===== src/rtl/tis_node_core.sv =====
// ============================================================================
// Module   : tis_node_core
// Purpose  : TIS-100-style compute node with program RAM, ACC/BAK, saturating
//            ALU and blocking valid/ack links to four neighbours.
// Options  : TIS_ANY_PORT_EN - src ANY reads the first valid neighbour lane.
// Revision : 1.0 - initial release
// ============================================================================
`default_nettype none

module tis_node_core #(
  parameter int DATA_W     = 11,
  parameter int PROG_DEPTH = 16,
  parameter int ADDR_W     = 4,
  parameter int SAT_MAX    = 999
) (
  input  logic                  clk,
  input  logic                  reset,
  input  logic                  prog_we,
  input  logic [ADDR_W-1:0]     prog_addr,
  input  logic [10+DATA_W-1:0]  prog_wdata,
  input  logic [ADDR_W-1:0]     prog_last,
  input  logic [4*DATA_W-1:0]   in_data,
  input  logic [3:0]            in_valid,
  output logic [3:0]            in_ack,
  output logic [4*DATA_W-1:0]   out_data,
  output logic [3:0]            out_valid,
  input  logic [3:0]            out_ack,
  output logic [DATA_W-1:0]     acc_dbg,
  output logic [ADDR_W-1:0]     pc_dbg,
  output logic                  stall
);

  localparam int c_iw = 10 + DATA_W;
  localparam int c_jw = ((ADDR_W > DATA_W) ? ADDR_W : DATA_W) + 2;
  localparam logic signed [DATA_W:0] c_sat_pos = (DATA_W+1)'(SAT_MAX);
  localparam logic signed [DATA_W:0] c_sat_neg = (DATA_W+1)'(-SAT_MAX);

  localparam logic [3:0] c_op_mov = 4'd1;
  localparam logic [3:0] c_op_swp = 4'd2;
  localparam logic [3:0] c_op_sav = 4'd3;
  localparam logic [3:0] c_op_add = 4'd4;
  localparam logic [3:0] c_op_sub = 4'd5;
  localparam logic [3:0] c_op_neg = 4'd6;
  localparam logic [3:0] c_op_jmp = 4'd7;
  localparam logic [3:0] c_op_jez = 4'd8;
  localparam logic [3:0] c_op_jnz = 4'd9;
  localparam logic [3:0] c_op_jgz = 4'd10;
  localparam logic [3:0] c_op_jlz = 4'd11;
  localparam logic [3:0] c_op_jro = 4'd12;

  typedef enum logic [1:0] {
    S_RUN        = 2'd0,
    S_READ_WAIT  = 2'd1,
    S_WRITE_WAIT = 2'd2
  } state_t;

  logic [c_iw-1:0]          r_mem [PROG_DEPTH];
  logic [c_iw-1:0]          r_ir;
  state_t                   r_state, w_state_nxt;
  logic [ADDR_W-1:0]        r_pc, w_pc_nxt;
  logic signed [DATA_W-1:0] r_acc, w_acc_nxt;
  logic signed [DATA_W-1:0] r_bak, w_bak_nxt;
  logic [4*DATA_W-1:0]      r_out_data;
  logic [3:0]               r_out_valid;

  logic [c_iw-1:0]          w_instr;
  logic [3:0]               w_opc;
  logic [2:0]               w_src, w_dst;
  logic signed [DATA_W-1:0] w_imm;
  logic signed [DATA_W-1:0] w_src_val;
  logic                     w_src_port, w_src_ok;
  logic [1:0]               w_src_lane, w_dst_lane;
  logic                     w_dst_port, w_uses_src, w_need_read;
  logic                     w_exec, w_load_out, w_clr_out;
  logic [3:0]               w_in_ack;
  logic [ADDR_W-1:0]        w_pc_inc, w_jmp_tgt, w_jro_tgt;
  logic signed [DATA_W:0]   w_acc_ext, w_src_ext;
  logic signed [c_jw-1:0]   w_jro_sum, w_last_ext;

  function automatic logic signed [DATA_W-1:0] f_sat(input logic signed [DATA_W:0] v);
    if (v > c_sat_pos)      return c_sat_pos[DATA_W-1:0];
    else if (v < c_sat_neg) return c_sat_neg[DATA_W-1:0];
    else                    return v[DATA_W-1:0];
  endfunction

  // Wait states replay the instruction captured at RUN, so RAM writes never disturb a stalled op.
  assign w_instr = (r_state == S_RUN) ? r_mem[r_pc] : r_ir;
  assign w_opc   = w_instr[c_iw-1 -: 4];
  assign w_src   = w_instr[c_iw-5 -: 3];
  assign w_dst   = w_instr[c_iw-8 -: 3];
  assign w_imm   = w_instr[DATA_W-1:0];

  assign w_dst_port  = (w_dst >= 3'd2) && (w_dst <= 3'd5);
  assign w_dst_lane  = 2'(w_dst - 3'd2);
  assign w_uses_src  = (w_opc == c_op_mov) || (w_opc == c_op_add) ||
                       (w_opc == c_op_sub) || (w_opc == c_op_jro);
  assign w_need_read = w_uses_src && w_src_port;

  always_comb begin
    w_src_port = 1'b0;
    w_src_ok   = 1'b1;
    w_src_lane = 2'd0;
    w_src_val  = '0;
    unique case (w_src)
      3'd0: w_src_val = w_imm;
      3'd1: w_src_val = r_acc;
      3'd2: w_src_val = '0;
      3'd7: begin
`ifdef TIS_ANY_PORT_EN
        w_src_port = 1'b1;
        w_src_ok   = |in_valid;
        if (in_valid[0])      w_src_lane = 2'd0;
        else if (in_valid[1]) w_src_lane = 2'd1;
        else if (in_valid[2]) w_src_lane = 2'd2;
        else                  w_src_lane = 2'd3;
`else
        w_src_val = '0;
`endif
      end
      default: begin
        w_src_port = 1'b1;
        w_src_lane = 2'(w_src - 3'd3);
        w_src_ok   = in_valid[w_src_lane];
      end
    endcase
    if (w_src_port) w_src_val = in_data[w_src_lane*DATA_W +: DATA_W];
  end

  assign w_pc_inc   = (r_pc == prog_last) ? '0 : r_pc + 1'b1;
  assign w_jmp_tgt  = (w_imm[ADDR_W-1:0] > prog_last) ? prog_last : w_imm[ADDR_W-1:0];
  assign w_acc_ext  = {r_acc[DATA_W-1], r_acc};
  assign w_src_ext  = {w_src_val[DATA_W-1], w_src_val};
  assign w_jro_sum  = $signed({{(c_jw-ADDR_W){1'b0}}, r_pc}) +
                      $signed({{(c_jw-DATA_W){w_src_val[DATA_W-1]}}, w_src_val});
  assign w_last_ext = $signed({{(c_jw-ADDR_W){1'b0}}, prog_last});
  assign w_jro_tgt  = (w_jro_sum < 0)          ? '0 :
                      (w_jro_sum > w_last_ext) ? prog_last : w_jro_sum[ADDR_W-1:0];

  always_comb begin
    w_state_nxt = r_state;
    w_pc_nxt    = r_pc;
    w_acc_nxt   = r_acc;
    w_bak_nxt   = r_bak;
    w_in_ack    = '0;
    w_exec      = 1'b0;
    w_load_out  = 1'b0;
    w_clr_out   = 1'b0;
    unique case (r_state)
      S_RUN, S_READ_WAIT: begin
        if (w_need_read && !w_src_ok) begin
          w_state_nxt = S_READ_WAIT;
        end else begin
          if (w_need_read) w_in_ack[w_src_lane] = 1'b1;
          if (w_opc == c_op_mov && w_dst_port) begin
            w_load_out  = 1'b1;
            w_state_nxt = S_WRITE_WAIT;
          end else begin
            w_exec      = 1'b1;
            w_state_nxt = S_RUN;
          end
        end
      end
      S_WRITE_WAIT: begin
        if (out_ack[w_dst_lane]) begin
          w_clr_out   = 1'b1;
          w_pc_nxt    = w_pc_inc;
          w_state_nxt = S_RUN;
        end
      end
      default: w_state_nxt = S_RUN;
    endcase

    if (w_exec) begin
      w_pc_nxt = w_pc_inc;
      case (w_opc)
        c_op_mov: if (w_dst == 3'd0) w_acc_nxt = w_src_val;
        c_op_swp: begin
          w_acc_nxt = r_bak;
          w_bak_nxt = r_acc;
        end
        c_op_sav: w_bak_nxt = r_acc;
        c_op_add: w_acc_nxt = f_sat(w_acc_ext + w_src_ext);
        c_op_sub: w_acc_nxt = f_sat(w_acc_ext - w_src_ext);
        c_op_neg: w_acc_nxt = f_sat(-w_acc_ext);
        c_op_jmp: w_pc_nxt = w_jmp_tgt;
        c_op_jez: if (r_acc == 0) w_pc_nxt = w_jmp_tgt;
        c_op_jnz: if (r_acc != 0) w_pc_nxt = w_jmp_tgt;
        c_op_jgz: if (r_acc > 0)  w_pc_nxt = w_jmp_tgt;
        c_op_jlz: if (r_acc < 0)  w_pc_nxt = w_jmp_tgt;
        c_op_jro: w_pc_nxt = w_jro_tgt;
        default: ;
      endcase
    end
    if (reset) w_in_ack = '0;
  end

  always_ff @(posedge clk) begin
    if (prog_we) r_mem[prog_addr] <= prog_wdata;
  end

  always_ff @(posedge clk) begin
    if (reset) begin
      r_state     <= S_RUN;
      r_pc        <= '0;
      r_acc       <= '0;
      r_bak       <= '0;
      r_ir        <= '0;
      r_out_data  <= '0;
      r_out_valid <= '0;
    end else begin
      r_state <= w_state_nxt;
      r_pc    <= w_pc_nxt;
      r_acc   <= w_acc_nxt;
      r_bak   <= w_bak_nxt;
      if (r_state == S_RUN) r_ir <= w_instr;
      if (w_load_out) begin
        r_out_data[w_dst_lane*DATA_W +: DATA_W] <= w_src_val;
        r_out_valid[w_dst_lane]                 <= 1'b1;
      end
      if (w_clr_out) r_out_valid[w_dst_lane] <= 1'b0;
    end
  end

  assign in_ack    = w_in_ack;
  assign out_data  = r_out_data;
  assign out_valid = r_out_valid;
  assign acc_dbg   = r_acc;
  assign pc_dbg    = r_pc;
  assign stall     = (r_state != S_RUN);

endmodule

`default_nettype wire


===== config.mk =====
export PLATFORM = sky130hd
export DESIGN_NAME = tis_node_core
export DESIGN_NICKNAME = d
export VERILOG_FILES = /design/src/rtl/tis_node_core.sv
export SDC_FILE = /design/constraint.sdc
export NUM_CORES = 1
export LEC_CHECK = 0
export CAP_MARGIN = 20
export CORE_ASPECT_RATIO = 0.7
export CORE_UTILIZATION = 53
export CTS_CLUSTER_DIAMETER = 60
export DETAILED_ROUTE_END_ITERATION = 10
export GPL_TIMING_DRIVEN = 1
export PLACE_DENSITY = 0.76
export SLEW_MARGIN = 0
export SYNTH_ARGS = -nofsm -noshare
export SYNTH_HDL_FRONTEND = slang
export SYNTH_SLANG_ARGS = --single-unit

===== constraint.sdc =====
create_clock -name clk -period 7.7 [get_ports clk]
set_input_delay 1.54 -clock clk [delete_from_list [all_inputs] [get_ports clk]]
set_output_delay 1.54 -clock clk [all_outputs]
set_load 0.1 [all_outputs]

==> results of run 1 <==
==> cells by family (layout without fill, tap and decap cells) <==
| logic type | Yosys count | after routing | synth area share, % |
|---|---|---|---|
| compound gates | 286 | 286 | 9.68 |
| xor+xnor | 33 | 33 | 1.42 |
| fa+ha+maj | 54 | 54 | 3.43 |
| buf+inv | 142 | 324 | 3.36 |
| flops | 437 | 437 | 59.7 |
| mux | 151 | 151 | 13.1 |
| simple gates | 390 | 390 | 9.27 |
==> how the worst min path moves through the flow <==
stage,start,end,slack [ps],depth (start not counted)
final,out_data[30],out_data[30],490,2
after global routing,r_bak[4],r_bak[4],530,2
after CTS,out_data[32],out_data[32],500,2
after detailed placement,out_data[30],out_data[30],480,2
after global placement,out_data[4],out_data[4],470,2
after floorplan,r_ir[4],r_ir[4],450,2
==> sequential cells by signal (all words and copies together), names as in the netlist, named ones only <==
register	count
acc_dbg	11
out_data	44
pc_dbg	4
r_bak	11
r_ir	21
r_mem	336
r_state	2
==> per-stage QoR <==
step,cell area [um^2],utilization [%]
after floorplan,20300,-
after global placement,22300,59.7
after detailed placement,22300,59.7
after CTS,23700,63.5
after global routing,23700,63.5
final,23700,63.5
==> final cells by class <==
cell class	count	area (um^2)	share of cell area, %
clock buffer	50	1100	4.64
multi-input combinational	914	7550	31.8
inverter	46	175	0.738
sequential	437	12100	51.0
tap	488	611	2.57
timing repair buffer	203	1890	7.95
clock inverter	25	302	1.27
==> Yosys cell counts (11+ instances only) <==
cell / n / area [um^2]
a211oi_1: 24 / 180
a21oi_1: 105 / 526
a222oi_1: 17 / 170
and2_1: 13 / 81.3
buf_2: 18 / 90.1
clkbuf_1: 56 / 210
dfxtp_1: 101 / 2020
edfxtp_1: 336 / 10100
ha_1: 50 / 626
inv_1: 45 / 169
mux2i_1: 52 / 521
mux4_2: 78 / 1760
nand2_1: 76 / 285
nand2b_1: 13 / 81.3
nand3_1: 18 / 90.1
nor2_1: 134 / 503
nor2b_1: 15 / 93.8
nor3_1: 69 / 345
o211ai_1: 11 / 82.6
o21ai_0: 28 / 140
xnor2_1: 21 / 184
xor2_1: 12 / 105
==> worst min-delay path, stage by stage, from the launching register on <==
cell	delay (ps)
dfxtp_1	330
a21oi_1	60
nor2_1	70
==> routing by layer <==
layer | GRT usage (%) | vias up | part of all wire (%)
met4 | 8.55 | 0 | 2.6
met3 | 7.33 | 123 | 11
li1 | - | 6085 | -
met2 | 41.5 | 805 | 44
met5 | 0 | - | 0
met1 | 42.1 | 6880 | 42
==> run_results.csv, run 1 <==
group,metric,value,unit
floorplan,pin_count,152,
route,drtIter0Drc,2009,
clock_network,htreeDepth,2,
yosys,async_flop_share,0,%
worst_hold_path,holdCritPathClass,"reg2reg",
setup_path,critPathKind,"reg2reg",
floorplan,die_area,39100,um^2
sta,setup_tns,0,ps
setup_path,path_buf_inv,1,
cells_and_area,final_common_cell,"edfxtp_1",
global_routing,track_usage,28.5,%
clock_network,path_clk_slew,60,ps
placed_design,dp_hpwl,36400,um
global_routing,grt_antenna_before_repair,0,
yosys,synth.distinct_cells,86,
setup_path,end_kind,"flip-flop",
yosys,yosys_warnings,0,
cells_and_area,n_antenna_cell,0,
setup_path,rrSetupSlack,730,ps
route,post_drt_wl_per_cell,25.7,um
sta,skew,18.2,ps
placed_design,dp_slack,835,ps
floorplan,die_w,236,um
sta,slew_viol_final,0,
floorplan,initial_utilization,54.2,%
setup_path,critPathLaunchType,"flip-flop",
setup_path,cp.depth,19,
sta,finalSetupViolations,0,
global_routing,overflow,0,
route,ant_nets,0,
yosys,syn_inst,1493,
setup_path,crit_path_top_delay_cell,"a2111oi_1",
cells_and_area,fill_cells,2703,
floorplan,core,37400,um^2
global_routing,grt_start_max_net_pins,52,
yosys,avgSynthCellArea,13.6,um^2
yosys,synth_edf_count,336,
sta,fmax,0.143,GHz
yosys,synth_nets,1630,
sta,fin_ws,726,ps
route,drc_errors,0,
route,num_vias,13893,
global_routing,grt_pass1_vias,13531,
clock_network,cts_made_buffers,41,
sta,tightest_slew,1070,ps
cells_and_area,syn_to_final_growth,17.1,%
yosys,ys.flop_type,"edfxtp_1",
setup_path,critPathTopFamily,"compound AO/OA/AOI/OAI gates",
setup_path,arrival,7410,ps
cells_and_area,fin_nets,1780,
sta,finalCriticalPeriod,6970,ps
sta,timing.final.crit_share,90.6,%
clock_network,hold_buffers,0,
global_routing,grt_pass1_wl,83400,um
setup_path,rr_endpoint,"acc_dbg[9]",
clock_network,clock_path_buffers,3,
clock_network,post_cts_resized,0,
sta,rsz0062_at_grt,"no",
setup_path,path_cells,"mux4_2, mux4_2, mux2i_1, ha_1, mux4_2, a222oi_1, inv_1, ha_1, o21bai_1, a21oi_1, o21bai_1, a2111oi_1, o31a_1, o311ai_1, o41ai_1, a21oi_1, a222oi_1, o211ai_1, a32o_1",
sta,hold_viol_final,0,
sta,relSlewSlack,28.6,%
placed_design,dp.cells,2088,
cells_and_area,final_cell_mix,"edfxtp_1 (336), clkdlybuf4s50_1 (146), nor2_1 (122)",
setup_path,critPathRequiredTime,8140,ps
clock_network,clock-sinks,437,
yosys,syn_area,20300,um^2
sta,holdWs,495,ps
floorplan,num_rows,59,
outcome,status,"completed",
setup_path,reg2reg_depth,19,
clock_network,insertion_delay,560,ps
placed_design,port_buffers,151,
yosys,yosysSeqAreaShare,59.7,%
cells_and_area,drive_above_1_share,14.5,%
cells_and_area,final_cells,2163,
clock_network,tritoncts,"built",
placed_design,gp_congestion,0.976,
run,cap_violations,0,
setup_path,crit_end,"acc_dbg[9]",
floorplan,die_h,166,um
setup_path,cpPeakStageDelay,750,ps
route,routed_wl,55500,um
route,via_per_inst,6.42,
yosys,synth-seq-cells,437,
clock_network,clockRootBuffer,"clkbuf_16",
route,drt-pass1-iter-count,7,
clock_network,post_cts_buffers,0,
setup_path,path_max_fanout,38,
setup_path,crit_top_cell,"mux4_2",
Power of run 1 is not shown: default switching activity piles up to over one toggle a cycle in this logic, so the estimate is an artifact.
==> run 2: changes to the inputs <==
--- a/config.mk
+++ b/config.mk
@@ -7,11 +7,11 @@
 export LEC_CHECK = 0
 export CAP_MARGIN = 20
 export CORE_ASPECT_RATIO = 0.7
-export CORE_UTILIZATION = 53
+export CORE_UTILIZATION = 30
 export CTS_CLUSTER_DIAMETER = 60
 export DETAILED_ROUTE_END_ITERATION = 10
+export GPL_ROUTABILITY_DRIVEN = 0
 export GPL_TIMING_DRIVEN = 1
-export PLACE_DENSITY = 0.76
 export SLEW_MARGIN = 0
 export SYNTH_ARGS = -nofsm -noshare
 export SYNTH_HDL_FRONTEND = slang
==> run 2 against run 1 <==
Compared with the run above:
- count of clock-buffer cells in the layout rose by 12
- sequential cell count unchanged
- via count fell by 2.7%
- critical endpoint unchanged
- critical path type unchanged
==> run_results.csv, run 2 (same netlist as run 1, synthesis figures left out) <==
group,metric,value,unit
clock_network,post_cts_resized,0,
floorplan,pin_count,152,
placed_design,port_buffers,151,
setup_path,end_kind,"flip-flop",
cells_and_area,post-route-util,36.4,%
setup_path,cpPeakStageDelay,890,ps
outcome,status,"completed",
route,num_vias,13521,
global_routing,grt_start_max_net_pins,56,
setup_path,path_buf_inv,2,
sta,hold_viol_final,0,
cells_and_area,largest_reg_flops,336,
sta,fmax,0.138,GHz
clock_network,hold_buffers,0,
clock_network,clockRootBuffer,"clkbuf_16",
global_routing,grt_antenna_before_repair,3,
sta,timing.final.crit_share,93.8,%
clock_network,tritoncts,"built",
route,ant_nets,0,
cells_and_area,syn_to_final_growth,19.7,%
clock_network,htreeDepth,2,
setup_path,crit_top_cell,"mux4_2",
sta,relSlewSlack,24.3,%
placed_design,dp_slack,649,ps
floorplan,core,66600,um^2
setup_path,critPathTopFamily,"compound AO/OA/AOI/OAI gates",
clock_network,post_cts_buffers,0,
cells_and_area,drive_above_1_share,14.3,%
route,drc_errors,0,
clock_network,clock_path_buffers,3,
sta,setup_tns,0,ps
global_routing,overflow,0,
sta,skew,15.0,ps
setup_path,critPathKind,"reg2reg",
floorplan,die_h,220,um
clock_network,cts_made_buffers,45,
floorplan,initial_utilization,30.4,%
global_routing,track_usage,16.4,%
route,drt-pass1-iter-count,7,
global_routing,grt_pass1_wl,84800,um
run,cap_violations,0,
sta,finalSetupViolations,0,
setup_path,path_cells,"mux4_2, mux4_2, mux2i_1, ha_1, mux4_2, a222oi_1, buf_4, inv_1, ha_1, o21bai_1, a21oi_1, o21bai_1, a2111oi_1, o31a_1, o311ai_1, o41ai_1, a21oi_1, a222oi_1, o211ai_1, a32o_1",
clock_network,clock-sinks,437,
clock_network,path_clk_slew,70,ps
setup_path,critPathLaunchType,"flip-flop",
sta,fin_ws,479,ps
floorplan,num_rows,79,
global_routing,grt_pass1_vias,13098,
placed_design,dp_hpwl,38700,um
sta,finalCriticalPeriod,7220,ps
placed_design,dpl_cell_area,22900,um^2
route,routed_wl,57400,um
setup_path,path_max_fanout,17,
sta,slew_viol_final,0,
sta,rsz0062_at_grt,"no",
setup_path,critPathRequiredTime,8150,ps
route,post_drt_wl_per_cell,22.3,um
worst_hold_path,holdCritPathClass,"reg2reg",
cells_and_area,final_common_cell,"edfxtp_1",
cells_and_area,final_cell_mix,"edfxtp_1 (336), clkdlybuf4s50_1 (146), nor2_1 (122)",
cells_and_area,fin_nets,1782,
floorplan,die_area,68700,um^2
setup_path,arrival,7670,ps
route,via_per_inst,5.26,
cells_and_area,final_cell_area,24300,um^2
floorplan,die_w,313,um
cells_and_area,regMostFlops,"r_mem",
sta,tightest_slew,1130,ps
clock_network,insertion_delay,560,ps
route,drtIter0Drc,1558,
setup_path,crit_path_top_delay_cell,"a2111oi_1",
run 2: cell types whose count changed in the layout (fill, tap and decap cells not counted), moves of 2 or more:
cell       delta
buf_4         -4
clkinv_2      -5
clkbuf_8      +2
buf_12        +2
diode_2       +2
clkbuf_16     +3
clkbuf_1      +7
bufinv_16     -4
run 2: final cells by class:
type,count,area (um^2)
diodes,2,5.00
clock inverters,17,176
flip-flops and latches,437,12100
well taps,891,1110
repair buffers,201,1900
fillers,6393,42300
multi-input cells,914,7560
clock buffers,62,1230
inverters,46,175
run 2: layer usage:
layer | GRT usage [%] | wire (um)
met1 | 23.8 | 26000
met2 | 24.8 | 25300
met3 | 3.81 | 5060
met4 | 3.37 | 981
met5 | 0 | 9
run 2: worst register-to-register path, cell delays in order (launching register included):
cell,delay [ps]
dfxtp_4,500
mux4_2,540
mux4_2,480
mux2i_1,370
ha_1,360
mux4_2,540
a222oi_1,230
buf_4,250
inv_1,170
ha_1,340
o21bai_1,90
a21oi_1,240
o21bai_1,160
a2111oi_1,890
o31a_1,240
o311ai_1,120
o41ai_1,550
a21oi_1,320
a222oi_1,340
o211ai_1,150
a32o_1,230
run 2: path summary, 6_finish.rpt:
| path | start | endpoint | slack (ps) | cells past startpoint |
|---|---|---|---|---|
| max | flip-flop | acc_dbg[9] | 480 | 20 |
| min | out_data[29] | out_data[29] | 490 | 2 |
| max reg2reg | flip-flop | acc_dbg[9] | 480 | 20 |
| min reg2reg | out_data[29] | out_data[29] | 490 | 2 |
run 2: metrics by stage:
stage          hold WS (ps)  std cells
6_report                489       2570
5_1_grt                 509       2568
4_1_cts                 494       2568
3_5_place_dp            479       2489
3_3_place_gp            474       2489
2_1_floorplan           454       1493
Power of run 2 is left out for the same reason.
==> run 3: changes to the inputs <==
--- a/config.mk
+++ b/config.mk
@@ -6,7 +6,7 @@
 export NUM_CORES = 1
 export LEC_CHECK = 0
 export CAP_MARGIN = 20
-export CORE_ASPECT_RATIO = 0.7
+export CORE_ASPECT_RATIO = 1.1
 export CORE_UTILIZATION = 30
 export CTS_CLUSTER_DIAMETER = 60
 export DETAILED_ROUTE_END_ITERATION = 10
==> run 3 against run 2 <==
Compared with the run above:
- worst setup slack improved by 73 ps
- die area about the same
- register-to-register slack improved by 70 ps
- core utilization rose by 0.42 points
- final cell count fell by 0.97%
- routed wire length up 3.5%
- clock skew increased by 16 ps
- critical path depth stayed put
- sequential share of layout area is 0.59 points lower
- global-route usage rose by 0.75 points
- count of clock-buffer cells in the layout down 2
- highest routed layer unchanged
==> run_results.csv, run 3 (same netlist as run 1, synthesis figures left out) <==
group,metric,value,unit
clock_network,path_clk_slew,60,ps
floorplan,die_h,275,um
placed_design,dp_hpwl,39600,um
setup_path,critPathKind,"reg2reg",
cells_and_area,drive_above_1_share,15.5,%
route,via_per_inst,5.39,
floorplan,die_w,250,um
worst_hold_path,holdCritPathClass,"reg2reg",
floorplan,num_rows,99,
global_routing,track_usage,17.1,%
floorplan,core,66600,um^2
route,post_drt_wl_per_cell,23.3,um
sta,setup_tns,0,ps
outcome,status,"completed",
setup_path,path_max_fanout,21,
sta,finalCriticalPeriod,7150,ps
global_routing,overflow,0,
placed_design,dpl_cell_area,22900,um^2
sta,slew_viol_final,0,
placed_design,dp.cells,2456,
cells_and_area,n_antenna_cell,0,
clock_network,hold_buffers,0,
cells_and_area,largest_reg_flops,336,
sta,rsz0062_at_grt,"no",
cells_and_area,final_cells,2545,
clock_network,htreeDepth,2,
global_routing,grt_start_max_net_pins,75,
sta,fmax,0.140,GHz
placed_design,port_buffers,151,
cells_and_area,final_cell_area,24600,um^2
sta,finalSetupViolations,0,
cells_and_area,fill_cells,6262,
sta,relSlewSlack,24.9,%
floorplan,initial_utilization,30.4,%
route,drtIter0Drc,1299,
run,cap_violations,0,
global_routing,grt_antenna_before_repair,2,
cells_and_area,regMostFlops,"r_mem",
cells_and_area,fin_nets,1785,
setup_path,critPathLaunchType,"flip-flop",
global_routing,grt_pass1_vias,13741,
sta,tightest_slew,1130,ps
cells_and_area,final_common_cell,"edfxtp_1",
floorplan,die_area,68700,um^2
cells_and_area,syn_to_final_growth,21.1,%
clock_network,post_cts_resized,0,
route,ant_nets,0,
route,drc_errors,0,
cells_and_area,final_cell_mix,"edfxtp_1 (336), clkdlybuf4s50_1 (146), nor2_1 (122)",
clock_network,clockRootBuffer,"clkbuf_16",
clock_network,clock_path_buffers,3,
floorplan,pin_count,152,
setup_path,critPathRequiredTime,8180,ps
sta,hold_viol_final,0,
setup_path,end_kind,"flip-flop",
clock_network,insertion_delay,610,ps
clock_network,clock-sinks,437,
clock_network,cts_made_buffers,48,
global_routing,grt_pass1_wl,88200,um
route,num_vias,13729,
clock_network,tritoncts,"built",
sta,skew,30.9,ps
setup_path,arrival,7630,ps
sta,timing.final.crit_share,92.8,%
cells_and_area,post-route-util,36.9,%
clock_network,post_cts_buffers,0,
route,drt-pass1-iter-count,6,
route,routed_wl,59400,um
==> run 3: cell types whose count changed in the layout (fill, tap and decap cells not counted), sizes merged <==
cell      previous run  this run
clkinvlp             2         4
clkbuf              62        60
diode                2         0
inv                 48        50
bufinv               3         6
clkinv              10        15
==> run 3: area by class of cell <==
class	instances	area, um^2	area share [%]
sequential	437	12100	49.3
inverter	46	175	0.713
multi-input combinational	914	7570	30.8
tap	858	1070	4.37
timing repair buffer	201	1920	7.82
clock buffer	60	1300	5.28
clock inverter	29	413	1.68
==> run 3: worst max-delay path, stage by stage, from the launching register on <==
cell and delay, ps:
dfxtp_4 570, mux4_2 560, mux4_2 470, mux2i_1 300
ha_1 500, mux4_2 590, a222oi_1 240, buf_4 250
inv_1 160, ha_1 340, o21bai_1 90, a21oi_1 240
o21bai_1 120, a2111oi_1 780, o31a_1 220, o311ai_1 140
o41ai_1 510, a21oi_1 270, a222oi_1 290, o211ai_1 150
a32o_1 220
==> run 3: metal layers <==
metal | share of wire [%] | track usage, %
met3 | 6.9 | 2.98
met4 | 3.5 | 6.50
met5 | 0.040 | 0
met1 | 41 | 21.7
met2 | 48 | 29.2
==> run 3: worst paths after layout <==
path	cells after the start	slack, ps	to	start
hold reg to reg	2	490	out_data[31]	out_data[31]
setup / recovery	20	550	acc_dbg[8]	flip-flop
hold / removal	2	490	out_data[31]	out_data[31]
setup reg to reg	20	550	acc_dbg[8]	flip-flop
==> run 3: per-stage QoR <==
stage          hold WS [ps]  worst slack [ps]
2_1_floorplan           454              59.4
3_3_place_gp            469               825
3_5_place_dp            485               729
4_1_cts                 498               653
5_1_grt                 524              59.5
6_report                493               552
Power of run 3 is left out for the same reason.
